**src/rtl/comparator_pkg.sv**
```systemverilog
// Shared types and result codes for the serial magnitude comparator.
// One-hot result encodings and the controller state type.
package comparator_pkg;

   localparam logic [2:0] RES_GT   = 3'b100;
   localparam logic [2:0] RES_EQ   = 3'b010;
   localparam logic [2:0] RES_LT   = 3'b001;
   localparam logic [2:0] RES_NONE = 3'b000;

   typedef enum logic [1:0] {
      ST_IDLE,
      ST_RUN,
      ST_DONE
   } state_t;

   // Map a digit verdict onto the one-hot result code.
   function automatic logic [2:0] res_encode(
      input logic gt,
      input logic lt
   );
      logic [2:0] r;
      unique case (1'b1)
         gt:      r = RES_GT;
         lt:      r = RES_LT;
         default: r = RES_EQ;
      endcase
      return r;
   endfunction

endpackage

```
**src/rtl/comparator_digit.sv**
```systemverilog
// Combinational compare of one DIGIT-bit slice.
// Exactly one of gt/eq/lt is high.
module comparator_digit #(
   parameter int DIGIT = 4
) (
   input  logic [DIGIT-1:0] a,
   input  logic [DIGIT-1:0] b,
   output logic             gt,
   output logic             eq,
   output logic             lt
);

   // Unsigned magnitude relation of the two slices.
   always_comb begin
      gt = (a > b);
      eq = (a == b);
      lt = (a < b);
   end

endmodule

```
**src/rtl/comparator_serial.sv**
```systemverilog
// MSB-first serial comparator, one digit per cycle.
// Stops at the first differing digit; abort cancels a run.
module comparator_serial
   import comparator_pkg::*;
#(
   parameter int WIDTH = 16,
   parameter int DIGIT = 4
) (
   input  logic                          clk,
   input  logic                          rst,
   input  logic                          start,
   input  logic                          abort,
   input  logic                          signed_mode,
   input  logic [WIDTH-1:0]              a,
   input  logic [WIDTH-1:0]              b,
   output logic                          busy,
   output logic                          done,
   output logic [2:0]                    y,
   output logic [$clog2(WIDTH/DIGIT):0]  cycles
);

   localparam int NDIG = WIDTH / DIGIT;
   localparam int CW   = $clog2(NDIG) + 1;
   localparam logic [CW-1:0] LAST = CW'(NDIG - 1);

   state_t           state;
   state_t           state_nx;
   logic [WIDTH-1:0] op_a;
   logic [WIDTH-1:0] op_b;
   logic [CW-1:0]    idx;
   logic             dig_gt;
   logic             dig_eq;
   logic             dig_lt;
   logic             accept;
   logic             decide;
   logic             in_run;

   comparator_digit #(
      .DIGIT(DIGIT)
   ) u_digit (
      .a  (op_a[WIDTH-1 -: DIGIT]),
      .b  (op_b[WIDTH-1 -: DIGIT]),
      .gt (dig_gt),
      .eq (dig_eq),
      .lt (dig_lt)
   );

   assign in_run = (state == ST_RUN);
   // Abort blocks both a new start and a pending verdict.
   assign accept = !in_run && start && !abort;
   assign decide = in_run && !abort &&
                   (!dig_eq || idx == LAST);

   // State register.
   always_ff @(posedge clk or posedge rst) begin
      if (rst) state <= ST_IDLE;
      else     state <= state_nx;
   end

   // Next-state logic.
   always_comb begin
      state_nx = state;
      unique case (state)
         ST_IDLE: if (accept) state_nx = ST_RUN;
         ST_RUN: begin
            if (abort)       state_nx = ST_IDLE;
            else if (decide) state_nx = ST_DONE;
         end
         ST_DONE: state_nx = accept ? ST_RUN : ST_IDLE;
         default: state_nx = ST_IDLE;
      endcase
   end

   // Status outputs decoded from state.
   always_comb begin
      busy = (state == ST_RUN);
      done = (state == ST_DONE);
   end

   // Operand capture, digit shift and result latch.
   // Signed compare: flipping both MSBs turns it unsigned.
   always_ff @(posedge clk or posedge rst) begin
      if (rst) begin
         op_a   <= '0;
         op_b   <= '0;
         idx    <= '0;
         y      <= RES_NONE;
         cycles <= '0;
      end else if (accept) begin
         op_a <= {a[WIDTH-1] ^ signed_mode, a[WIDTH-2:0]};
         op_b <= {b[WIDTH-1] ^ signed_mode, b[WIDTH-2:0]};
         idx  <= '0;
      end else if (decide) begin
         y      <= res_encode(dig_gt, dig_lt);
         cycles <= idx + CW'(1);
      end else if (in_run && !abort) begin
         op_a <= op_a << DIGIT;
         op_b <= op_b << DIGIT;
         idx  <= idx + CW'(1);
      end
   end

endmodule
```
**config.mk**
```make
export PLATFORM = sky130hd
export DESIGN_NAME = comparator_serial
export DESIGN_NICKNAME = d
export VERILOG_FILES = /design/src/rtl/comparator_pkg.sv /design/src/rtl/comparator_digit.sv /design/src/rtl/comparator_serial.sv
export SDC_FILE = /design/constraint.sdc
export NUM_CORES = 1
export LEC_CHECK = 0
export CAP_MARGIN = 10
export CORE_MARGIN = 2
export CORE_UTILIZATION = 50
export DETAILED_ROUTE_END_ITERATION = 8
export PLACE_DENSITY = 0.9
export RECOVER_POWER = 25
export REMOVE_ABC_BUFFERS = 1
export SLEW_MARGIN = 20
export SYNTH_ARGS = -nofsm -noshare
export SYNTH_HDL_FRONTEND = slang
export SYNTH_SLANG_ARGS = --single-unit
```
**constraint.sdc**
```tcl
create_clock -name clk -period 6.7 [get_ports clk]
set_input_delay 1.34 -clock clk [delete_from_list [all_inputs] [get_ports clk]]
set_output_delay 1.34 -clock clk [all_outputs]
set_load 0.01 [all_outputs]
```
* Yosys cells after proc, flatten, opt, wreduce, memory -nomap -nowiden *
Index checks and enable logic that the tools add are counted.

word-level totals
  register bits = 43
  input port bits = 37
  output and inout bits = 8
  logic and storage cells = 47

cells by class
  $add $sub $neg = 1
  order comparisons = 2
  eq/ne operators = 7
  muxes and demuxes = 15
  bitwise gates (word level) = 3
  reductions and logical operators = 13

operators by type and width
  operator                                                                number
  16-bit two-way mux                                                      6
  3-bit two-way mux                                                       3
  2-bit two-way mux                                                       3
  2-bit one-hot mux with 3 select lines                                   1
  3-bit one-hot mux with 2 select lines                                   1
  2-bit AND reduction                                                     3
  4-bit equality test                                                     1
  4-bit greater-than comparator                                           1
  1-bit logical AND                                                       4
  4-bit less-than comparator                                              1
  2-bit != test (second input constant)                                   2
  3-bit by 1-bit adder with 3-bit output (second input constant)          1
  3-bit by 2-bit equality test with 1-bit output (second input constant)  1
  1-bit zero test                                                         3
  3-bit != test (second input constant)                                   1
  2-bit by 1-bit equality test with 1-bit output (second input constant)  1
  2-bit equality test (second input constant)                             1
  2-bit zero test                                                         1
  2-bit nonzero test                                                      1
  1-bit XOR                                                               2
  1-bit logical OR                                                        1
  1-bit two-way mux                                                       1
  1-bit inverter                                                          1

* Depth between registers and ports, before layout *
  depth in word-level cells = 7
  depth in mapped cells = 9
  mapped depth without buffers = 6

* Cells and area by module *
From an unflattened synthesis, not the netlist that was laid out.

second synthesis, totals
  cell total of the unflattened synthesis = 198
  area, all modules = 2179.6 um2

by module, submodules not included
  module             times used  cells an instance  area each (um2)  sequential area each (um2)
  comparator_serial  1           182                2050.7           1076.0
  comparator_digit   1           16                 128.9            0.0

* Worst setup path before layout *
OpenSTA, ideal clock, no wires.

  path kind = input port to flip-flop
  from = input port abort
  to = register op_a[4]
  setup time = 0.126 ns
  data arrival time = 2.497 ns
  required time = 6.574 ns
  setup slack = 4.077 ns
  stages on the path = 5
  path buffers = 2
  cells stage by stage = or4_4 > buf_6 > buf_6 > and3_1 > a221o_1

between the ends
  cells in the longest elaborated chain, start to end = 5
  elaborated cells on any way between the ends = 8
  classes of those cells = eq/ne: 1; mux: 1; reduce/logical: 6

ends and longest elaborated chain
  what                                  line                                                                       text
  from (decl)                           comparator_serial.sv:12                                                    input logic abort,
  1-bit zero test (*)                   comparator_serial.sv:50, comparator_serial.sv:51, comparator_serial.sv:96
  1-bit logical AND                     comparator_serial.sv:51, comparator_serial.sv:96
  1-bit logical AND                     comparator_serial.sv:51                                                    assign decide = in_run && !abort &&
  2-bit != test (no source line)        --
  2-bit AND reduction (no source line)  --
  to (signal assigned)                  comparator_serial.sv:90                                                    op_a <= {a[WIDTH-1] ^ signed_mode, a[WIDTH-2:0]};
  to (signal assigned)                  comparator_serial.sv:97                                                    op_a <= op_a << DIGIT;
  to (decl)                             comparator_serial.sv:28                                                    logic [WIDTH-1:0] op_a;

Mark *: on every way between the ends. The rest lies on a longest branch, timed or not.
A chain may end at the register's enable or synchronous reset.

==> results_dict.tcl <==
set metrics [dict create \
    min_path_cells 2 \
    setup_viol 0 \
    via_per_inst 5.46 \
    synth.distinct_cells 29 \
    gp_congestion 0.722 \
    cp.arrival_ns 3.53 \
    cts_buffer_depth 2 \
    cts_tree "built" \
    ioPinCount 45 \
    fin_skew_ns 0.00541 \
    synth_seq_cells 43 \
    r2r-end "op_a[4]$_DFFE_PP0P_" \
    crit_fanout 43 \
    violations "max-capacitance violations, max-slew violations" \
    ff2ff_setup_slack_ns 4.46 \
    grtUsageTotal_pct 20.0 \
    worstSkewPairLatency_ns 0.30 \
    dr.first_iter.drc_count 108 \
    power.density_nw_per_um2 260 \
    drc 0 \
    cts_resized 0 \
    top_layer_used "met4" \
    cts_hold_buf 0 \
    avgSynthCellArea_sq_um 10.0 \
    area_delta_synth_final_pct 28.1 \
    crit_chain "dlygate4sd3_1 -> clkinv_1 -> clkbuf_1" \
    hold-path-endpoint "op_a[13]$_DFFE_PP0P_" \
    grt_max_degree 44 \
    fp.dieW_um 66.9 \
    placed_cells 280 \
    final_common_cell "nand2_1" \
    cp_slowest_stage_delay_ns 1.58 \
    slew_headroom_pct -49.0 \
    hold_start "op_a[9]$_DFFE_PP0P_" \
    async_flop_share_pct 100 \
    cp_data_required_time_ns 6.65 \
    via_count 1572 \
    antenna_found_initial 0 \
    p_clk_share_pct 23.7 \
    clock-sinks 43 \
    final_cell_mix "46 x nand2_1, 43 x dfrtp_1, 43 x clkdlybuf4s50_1" \
    layoutNonFillerInstCount 288 \
    num-nets-final 282 \
    dr_wl_met3_um 177 \
    core-area_sq_um 3740 \
    wl_met1_um 1720 \
    die-area_sq_um 4470 \
    start_util_pct 52.8 \
    dpl_cell_area_sq_um 2450 \
    cts_setup_buffers 0 \
    numCtsBuffers 5 \
    first_pass_iters 4 \
    row_count 22 \
    min_period_over_period_pct 53.3 \
    post_route_cells_drive_above_1_share_pct 6.67 \
    yosysWarnings 0 \
    gr-total-overflow 0 \
    fin_crit_ns 3.57 \
    finalPower_uw 659 \
    die_h_um 66.9 \
    rsz0062_at_grt "no" \
    grt_pass1_wl_um 6600 \
    switching_share_pct 28.3 \
    reg2reg_depth 5 \
    p_seq_share_pct 51.5 \
    final_core_util_pct 67.6 \
    final_area_sq_um 2530 \
    p_comb_share_pct 24.7 \
    worstReg2RegStart "idx[0]$_DFFE_PP0P_" \
    critPathKind "input port to async pin" \
    seq_area_frac_synth_pct 54.4 \
    status "finished with violations" \
    insertedDiodeCount 0 \
    hpwl_um 2510 \
    grt_pass1_vias 1509 \
    max_cap_viol_count 1 \
    htree_levels 2 \
    ir_drop_mv 0.166 \
    wl_per_cell_um 13.2 \
    fin_setup_tns_ns 0 \
    cp-end-kind "async pin" \
    drv_slew 44 \
    clk_pin_slew_ns 0.08 \
    finalHoldViolCount 0 \
    worstSetupStartpointType "input port" \
    port_buffers 44 \
    power.internal_uw 472 \
    synthFlopType "dfrtp_1" \
    netlist_instances 197 \
    hold_class "flop to flop" \
    p_sw_uw 186 \
    drt-total-wl_um 3810 \
    synth_edf_count 0 \
    crit_slowest_cell "clkbuf_1" \
    p_leak_uw 0.00119 \
    fmax_mhz 280 \
    worst_pin_slew_ns 2.23 \
    netlist_area_sq_um 1980 \
    wl_met2_um 1850 \
    ant_nets 0 \
    cts-root-buf "clkbuf_8" \
]
-- state kept, by name (all words and copies together) (netlist names) --
name	count
op_b	16
y	3
op_a	16
idx	3
state	2
cycles	3
-- final cells by class --
cell class,count,area (sq um)
fill,303,1210
sequential,43,1080
multi-input combinational,133,820
timing repair buffer,47,459
clock buffer,5,68.8
tap,48,60.1
inverter,9,33.8
clock inverter,3,15.0
-- cell usage after synthesis, types with 2 or more instances --
| library cell | count | area, sq um |
|---|---|---|
| a21oi_1 | 2 | 10.0 |
| a221o_1 | 12 | 120 |
| a31oi_1 | 7 | 43.8 |
| a32o_1 | 2 | 20.0 |
| and3_1 | 12 | 75.1 |
| buf_2 | 2 | 10.0 |
| buf_6 | 2 | 22.5 |
| clkbuf_1 | 7 | 26.3 |
| dfrtp_1 | 43 | 1080 |
| ha_1 | 6 | 75.1 |
| inv_1 | 9 | 33.8 |
| nand2_1 | 46 | 173 |
| nand3_1 | 17 | 85.1 |
| nor2_1 | 7 | 26.3 |
| o21ai_0 | 7 | 35.0 |
| o311ai_0 | 2 | 17.5 |
| xor2_1 | 2 | 17.5 |
-- worst max path at each step --
stage	cells past startpoint	to	startpoint	slack (ns)
after global placement	4	op_a[6]$_DFFE_PP0P_	abort	3.42
final	3	idx[0]$_DFFE_PP0P_	rst	3.13
after CTS	4	op_a[4]$_DFFE_PP0P_	abort	3.69
after detailed placement	4	op_a[5]$_DFFE_PP0P_	abort	3.37
after global routing	3	op_b[6]$_DFFE_PP0P_	rst	2.64
after floorplan	2	op_a[12]$_DFFE_PP0P_	abort	3.76
-- power groups by stage --
stage | Combinational, uW | Clock (uW) | Sequential (uW)
3_3_place_gp | 160 | 0 | 342
2_1_floorplan | 93.2 | 0 | 342
5_1_grt | 186 | 174 | 346
6_report | 163 | 156 | 339
3_5_place_dp | 165 | 0 | 344
4_1_cts | 166 | 161 | 339
-- logic make-up after synthesis --
logic type	Yosys count	share of synthesized area [%]
AOI/OAI and AO/OA	33	12.7
xor gates and xnor gates	2	0.886
adders and majority gates	6	3.80
buffers and inverters	21	4.87
DFF	43	54.4
muxes	1	0.570
and+or+nand+nor	91	22.7
-- per-stage QoR --
step	setup slack, ns	hold slack (ns)
after global routing	2.64	0.509
after global placement	3.42	0.460
after detailed placement	3.37	0.473
after floorplan	3.76	0.454
after CTS	3.69	0.482
final	3.13	0.483
-- critical path, delay by kind of cell --
family / cells / cell delay (ns)
buf+inv: 3 / 2.15
-- layer usage --
metal | vias up | GRT usage (%)
met5 | - | 0
met4 | 0 | 7.91
met3 | 6 | 5.91
met1 | 755 | 26.4
met2 | 38 | 31.0
li1 | 773 | -
No activity file was read; power rests on OpenSTA's default activity.
==> variant 1: new RTL, config.mk and constraints unchanged <==
The 3 states of `state_t` get a one-hot encoding in 3 bits.
--- a/src/rtl/comparator_pkg.sv
+++ b/src/rtl/comparator_pkg.sv
@@ -9,6 +9,6 @@
 
-   typedef enum logic [1:0] {
-      ST_IDLE,
-      ST_RUN,
-      ST_DONE
+   typedef enum logic [2:0] {
+      ST_IDLE = 3'b001,
+      ST_RUN  = 3'b010,
+      ST_DONE = 3'b100
    } state_t;
Check against the original RTL: same outputs for any inputs over 10 cycles, from zero or initial values and one cycle with rst high; not proved beyond that.
==> variant 1 against the original RTL <==
  * The flow still finishes with violations (max-capacitance violations, max-slew violations)
  * Cell area is 1.5% higher
  * First-iteration DRC count rose by 17%
  * Sequential cell count grew 1
  * Power down 6.7%
  * Area after synthesis is 0.82% higher
  * Non-clock buffer count unchanged
  * Critical path depth rose by 2
  * Worst setup slack improved by 0.26 ns
  * Wire length is 11% higher
  * Largest cell class unchanged
==> variant 1: results (changes against the original RTL) <==
| Metric | Value |
|---|---|
| Post-synthesis sequential area ratio | 55.3% (was 54.4%) |
| Top Registers | op_a: 16 flops, op_b: 16 flops (unchanged) |
| Max-Cap Viols | 1 (unchanged) |
| Ratio of cells with drive above 1 in the final layout | 7.05% (was 6.67%) |
| Synth Area in Compound Gates | 14.8% (was 12.7%) |
| Commonest cells post-synth | dfrtp_1 (43), nand2_1 (22), o22ai_1 (18) (was nand2_1 (46), dfrtp_1 (43), nand3_1 (17)) |
| R2R depth | 4 (was 5) |
| Slowest-stage cell, CP | or4b_4 (was clkbuf_1) |
| Violated checks | max-capacitance violations, max-slew violations (unchanged) |
| Leakage | 1.14 nW (was 1.19 nW) |
| Nets | 283 (was 282) |
| Top delay family on crit path | simple AND/OR/NAND/NOR gates (was buffers and inverters) |
| Post-Synthesis Cells | 198 (was 197) |
| Global-route wire length before repair | 7070 um (was 6600 um) |
| Max Slew Vio Count | 45 (was 44) |
| Overall Global Routing Usage | 21.0% (was 20.0%) |
| Largest net degree at the start of global routing | 45 (was 44) |
| Worst setup path endpoint | op_b[8]$_DFFE_PP0P_ (was idx[0]$_DFFE_PP0P_) |
| Initial antenna violation count | 0 (unchanged) |
| Flop-to-flop setup slack | 4.45 ns (was 4.46 ns) |
| Reg2reg end | op_b[8]$_DFFE_PP0P_ (was op_a[4]$_DFFE_PP0P_) |
| Maximum vdd drop | 0.167 mV (was 0.166 mV) |
| Worst Setup SP | abort (was rst) |
| Max-slew headroom | -8.11% (was -49.0%) |
| Hpwl dp | 2740 um (was 2510 um) |
| Distinct cells, synth | 34 (was 29) |
| Max incr delay on CP | 0.58 ns (was 1.58 ns) |
| Top cells by area, synth | dfrtp_1 (54%), o22ai_1 (5.6%), nand2_1 (4.1%), ha_1 (3.8%), nor3_1 (3.8%) (was dfrtp_1 (54%), nand2_1 (8.7%), a221o_1 (6.1%), nand3_1 (4.3%), and3_1 (3.8%)) |
| XOR/XNOR share of the synthesized area | 0.879% (was 0.886%) |
| Run status | complete, but fails checks (unchanged) |
[variant 1: kinds of logic (layout without fill, tap and decap cells)]
kind of cell / count (synthesis) / in the layout
muxes: 1 / 1
and+or+nand+nor: 80 / 80
AOI/OAI and AO/OA: 44 / 44
DFF: 44 / 44
xor gates and xnor gates: 2 / 2
buffers and inverters: 21 / 64
adders and majority gates: 6 / 6
[variant 1: final cells by class]
class	count	area, um^2
fill	311	1170
inverter	9	33.8
tap	48	60.1
sequential	44	1100
clock inverter	2	10.0
timing repair buffer	47	470
multi-input combinational	133	812
clock buffer	6	82.6
[variant 1: worst min-delay path by stage]
| stage | from | endpoint | slack [ns] |
|---|---|---|---|
| floorplan | op_a[1]$_DFFE_PP0P_ | op_a[1]$_DFFE_PP0P_ | 0.47 |
| CTS | cycles[0]$_DFFE_PP0P_ | cycles[0]$_DFFE_PP0P_ | 0.50 |
| global route | cycles[0]$_DFFE_PP0P_ | cycles[0]$_DFFE_PP0P_ | 0.53 |
| detailed placement | cycles[2]$_DFFE_PP0P_ | cycles[2]$_DFFE_PP0P_ | 0.48 |
| global placement | cycles[2]$_DFFE_PP0P_ | cycles[2]$_DFFE_PP0P_ | 0.47 |
| finish | cycles[0]$_DFFE_PP0P_ | cycles[0]$_DFFE_PP0P_ | 0.49 |
[variant 1: metrics by stage]
stage / worst slack [ns] / cells / instance area [um^2] / util (%) / hold slack [ns]
2_1_floorplan: 3.30 / 186 / 1940 / - / 0.467
3_3_place_gp: 3.14 / 280 / 2460 / 65.8 / 0.470
3_5_place_dp: 3.07 / 280 / 2460 / 65.8 / 0.482
4_1_cts: 3.39 / 288 / 2560 / 68.3 / 0.501
5_1_grt: 3.34 / 289 / 2570 / 68.7 / 0.526
6_report: 3.39 / 289 / 2570 / 68.7 / 0.492
[variant 1: worst register-to-register path: cells and delay by family, from the launching register on]
family | cells | cell delay, ns
simple gates | 3 | 1.42
compound gates | 1 | 0.26
flops | 1 | 0.45
[variant 1: where the power goes]
group          switching (mW)  total [mW]  internal [mW]
logic                  0.0551       0.120         0.0651
registers              0.0203       0.322          0.302
clock network          0.0896       0.172         0.0823
[variant 1: metal layers]
metal | track usage (%) | part of all wire [%] | vias to the layer above
met1 | 28.6 | 43 | 795
met4 | 6.38 | 1.4 | 0
met3 | 5.83 | 6.6 | 5
met5 | 0 | 0 | -
met2 | 32.9 | 49 | 62
li1 | - | - | 800
==> variant 2: new RTL, same settings <==
Made on the original files. `DIGIT` is set to 4 in 2 places; all go to 16.
--- a/src/rtl/comparator_digit.sv
+++ b/src/rtl/comparator_digit.sv
@@ -3,3 +3,3 @@
 module comparator_digit #(
-   parameter int DIGIT = 4
+   parameter int DIGIT = 16
 ) (
--- a/src/rtl/comparator_serial.sv
+++ b/src/rtl/comparator_serial.sv
@@ -6,3 +6,3 @@
    parameter int WIDTH = 16,
-   parameter int DIGIT = 4
+   parameter int DIGIT = 16
 ) (
Ports: changed (resized cycles); port bits go from 45 to 43. The function was not compared with the original's and may differ.
==> variant 2 against the original RTL <==
  * Core utilization down 1.1 points
  * Via count barely moved
  * Fmax grew 6.4%
  * Wire length is 5.0% higher
  * Cell area fell by 1.6%
  * The flow still finishes with violations (max-capacitance violations, max-slew violations)
  * Sequential cell count decreased by 4
  * Power fell by 8.4%
  * Hold slack lost 0.0027 ns
  * Worst setup slack better by 0.21 ns
  * Global-route usage is 0.072 points lower
  * Largest cell class unchanged
  * Register-to-register slack got worse by 0.10 ns
  * Area after synthesis up 0.95%
==> variant 2: results (changes against the original RTL) <==
| Metric | Value |
|---|---|
| Run status | complete, but fails checks (unchanged) |
| Violated checks | max-capacitance violations, max-slew violations (unchanged) |
| Top cells by area, synth | dfrtp_1 (49%), ha_1 (10%), nand2_1 (9.4%), o31ai_1 (5.6%), o21ai_0 (4.3%) (was dfrtp_1 (54%), nand2_1 (8.7%), a221o_1 (6.1%), nand3_1 (4.3%), and3_1 (3.8%)) |
| Largest net degree at the start of global routing | 46 (was 44) |
| Distinct cells, synth | 32 (was 29) |
| Cts repair resizes | 0 (unchanged) |
| Global placer's final weighted congestion | 0.793 (was 0.722) |
| Vias in the first global route | 1548 (was 1509) |
| Hpwl dp | 2840 um (was 2510 um) |
| Port Buffer Count | 42 (was 44) |
| Clock-pin slew on the worst setup and hold paths | 0.06 ns (was 0.08 ns) |
| Global-route wire length before repair | 6700 um (was 6600 um) |
| Worst hold-check path type | reg2reg (unchanged) |
| Drt pass-1 iters | 4 (unchanged) |
| Maximum vdd drop | 0.0916 mV (was 0.166 mV) |
| Num CTS Buffers | 5 (unchanged) |
| Post-CTS setup buffers | 0 (unchanged) |
| Initial antenna violation count | 0 (unchanged) |
| Clock Latency Late Sink | 0.29 ns |
| Overall Global Routing Usage | 20.0% (about the same) |
| Synth async-reset ratio | 100% (unchanged) |
| CTS H-Tree Depth | 2 (unchanged) |
| Max-slew headroom | -33.6% (was -49.0%) |
| Leakage | 1.15 nW (was 1.19 nW) |
| Critical Path AT | 3.36 ns (was 3.53 ns) |
| Vias/cell | 5.35 (was 5.46) |
| Routed WL | 4000 um (was 3810 um) |
| Max-Cap Viols | 1 (unchanged) |
| Antenna diode count | 0 (unchanged) |
| Crit Path Max Fanout | 39 (was 43) |
| Top Registers | op_a: 16 flops, op_b: 16 flops, y: 3 flops (was op_a: 16 flops, op_b: 16 flops) |
| Filler cells | 313 (was 303) |
| Clock buffer depth | 2 (unchanged) |
| Nets | 300 (was 282) |
| Root Driver | clkbuf_8 (unchanged) |
| Max Slew Vio Count | 40 (was 44) |
| Top FF cell, synth | dfrtp_1 (unchanged) |
| Worst Skew | 0.00320 ns (was 0.00541 ns) |
| Ratio of cells with drive above 1 in the final layout | 4.07% (was 6.67%) |
| Post-synthesis sequential area ratio | 48.9% (was 54.4%) |
| Commonest cells post-synth | nand2_1 (50), dfrtp_1 (39), inv_1 (19) (was nand2_1 (46), dfrtp_1 (43), nand3_1 (17)) |
| Yosys warning count | 0 (unchanged) |
| Detailed Route Iter0 Violations | 133 (was 108) |
| Hold Buf Count CTS | 0 (unchanged) |
-- variant 2: cell count changes in the layout (fill, tap and decap cells not counted), moves of 7 or more --
cell / delta
o21ai_0: +10
and3_1: -12
a31oi_1: -7
nand3_1: -15
ha_1: +10
inv_1: +11
a221o_1: -12
o31ai_1: +15
-- variant 2: logic make-up (layout without fill, tap and decap cells) --
logic type	Yosys count	in the layout	share of synthesized area, %
AND/OR/NAND/NOR	69	69	16.7
AO/OA/AOI/OAI	51	51	16.2
flip-flops	39	39	48.9
buffers and inverters	29	69	7.33
adder cells (fa/ha/maj)	16	16	10.0
XOR/XNOR	2	2	0.878
-- variant 2: layer usage --
metal | routed length (um) | vias up | GRT usage [%]
met3 | 250 | 3 | 5.17
met4 | 31 | 0 | 7.40
li1 | - | 781 | -
met1 | 1700 | 737 | 23.3
met5 | 0 | - | 0
met2 | 2020 | 52 | 35.1
-- variant 2: final cells by class --
cell class / instances / area (um^2) / share of cell area [%]
multi-input combinational: 138 / 881 / 35.3
sequential: 39 / 976 / 39.2
timing repair buffer: 44 / 432 / 17.3
inverter: 19 / 71.3 / 2.86
tap: 48 / 60.1 / 2.41
clock buffer: 6 / 72.6 / 2.91
-- variant 2: path summary, 6_finish.rpt --
| kind | cells past startpoint | startpoint | slack (ns) | end |
|---|---|---|---|---|
| min in group asynchronous | 3 | rst | 2.21 | y[2]$_DFFE_PP0P_ |
| worst min register to register | 2 | y[0]$_DFFE_PP0P_ | 0.48 | y[0]$_DFFE_PP0P_ |
| worst max register to register | 6 | op_b[11]$_DFFE_PP0P_ | 4.36 | op_a[14]$_DFFE_PP0P_ |
| worst min-delay path | 2 | y[0]$_DFFE_PP0P_ | 0.48 | y[0]$_DFFE_PP0P_ |
| max in group clk | 3 | state[1]$_DFFE_PP0P_ | 3.84 | busy |
| worst max-delay path | 3 | rst | 3.34 | op_a[5]$_DFFE_PP0P_ |
-- variant 2: through the flow --
stage                     total power [mW]  cell area (um^2)  setup slack, ns  cells
after floorplan                      0.397              1920             3.67    196
after CTS                            0.608              2490             3.69    294
final                                0.604              2490             3.34    294
after detailed placement             0.466              2420             3.38    288
after global placement               0.454              2420             3.51    288
after global routing                 0.640              2490             2.90    294
-- variant 2: critical path, cell delays in order --
cell and delay [ns]:
dlygate4sd3_1 0.53, inv_1 0.05, clkbuf_1 1.43
-- variant 2: power breakdown --
group	switching (mW)	leakage, nW	internal [mW]
logic	0.0873	0.628	0.0832
registers	0.0183	0.487	0.273
clock network	0.0723	0.0371	0.0693
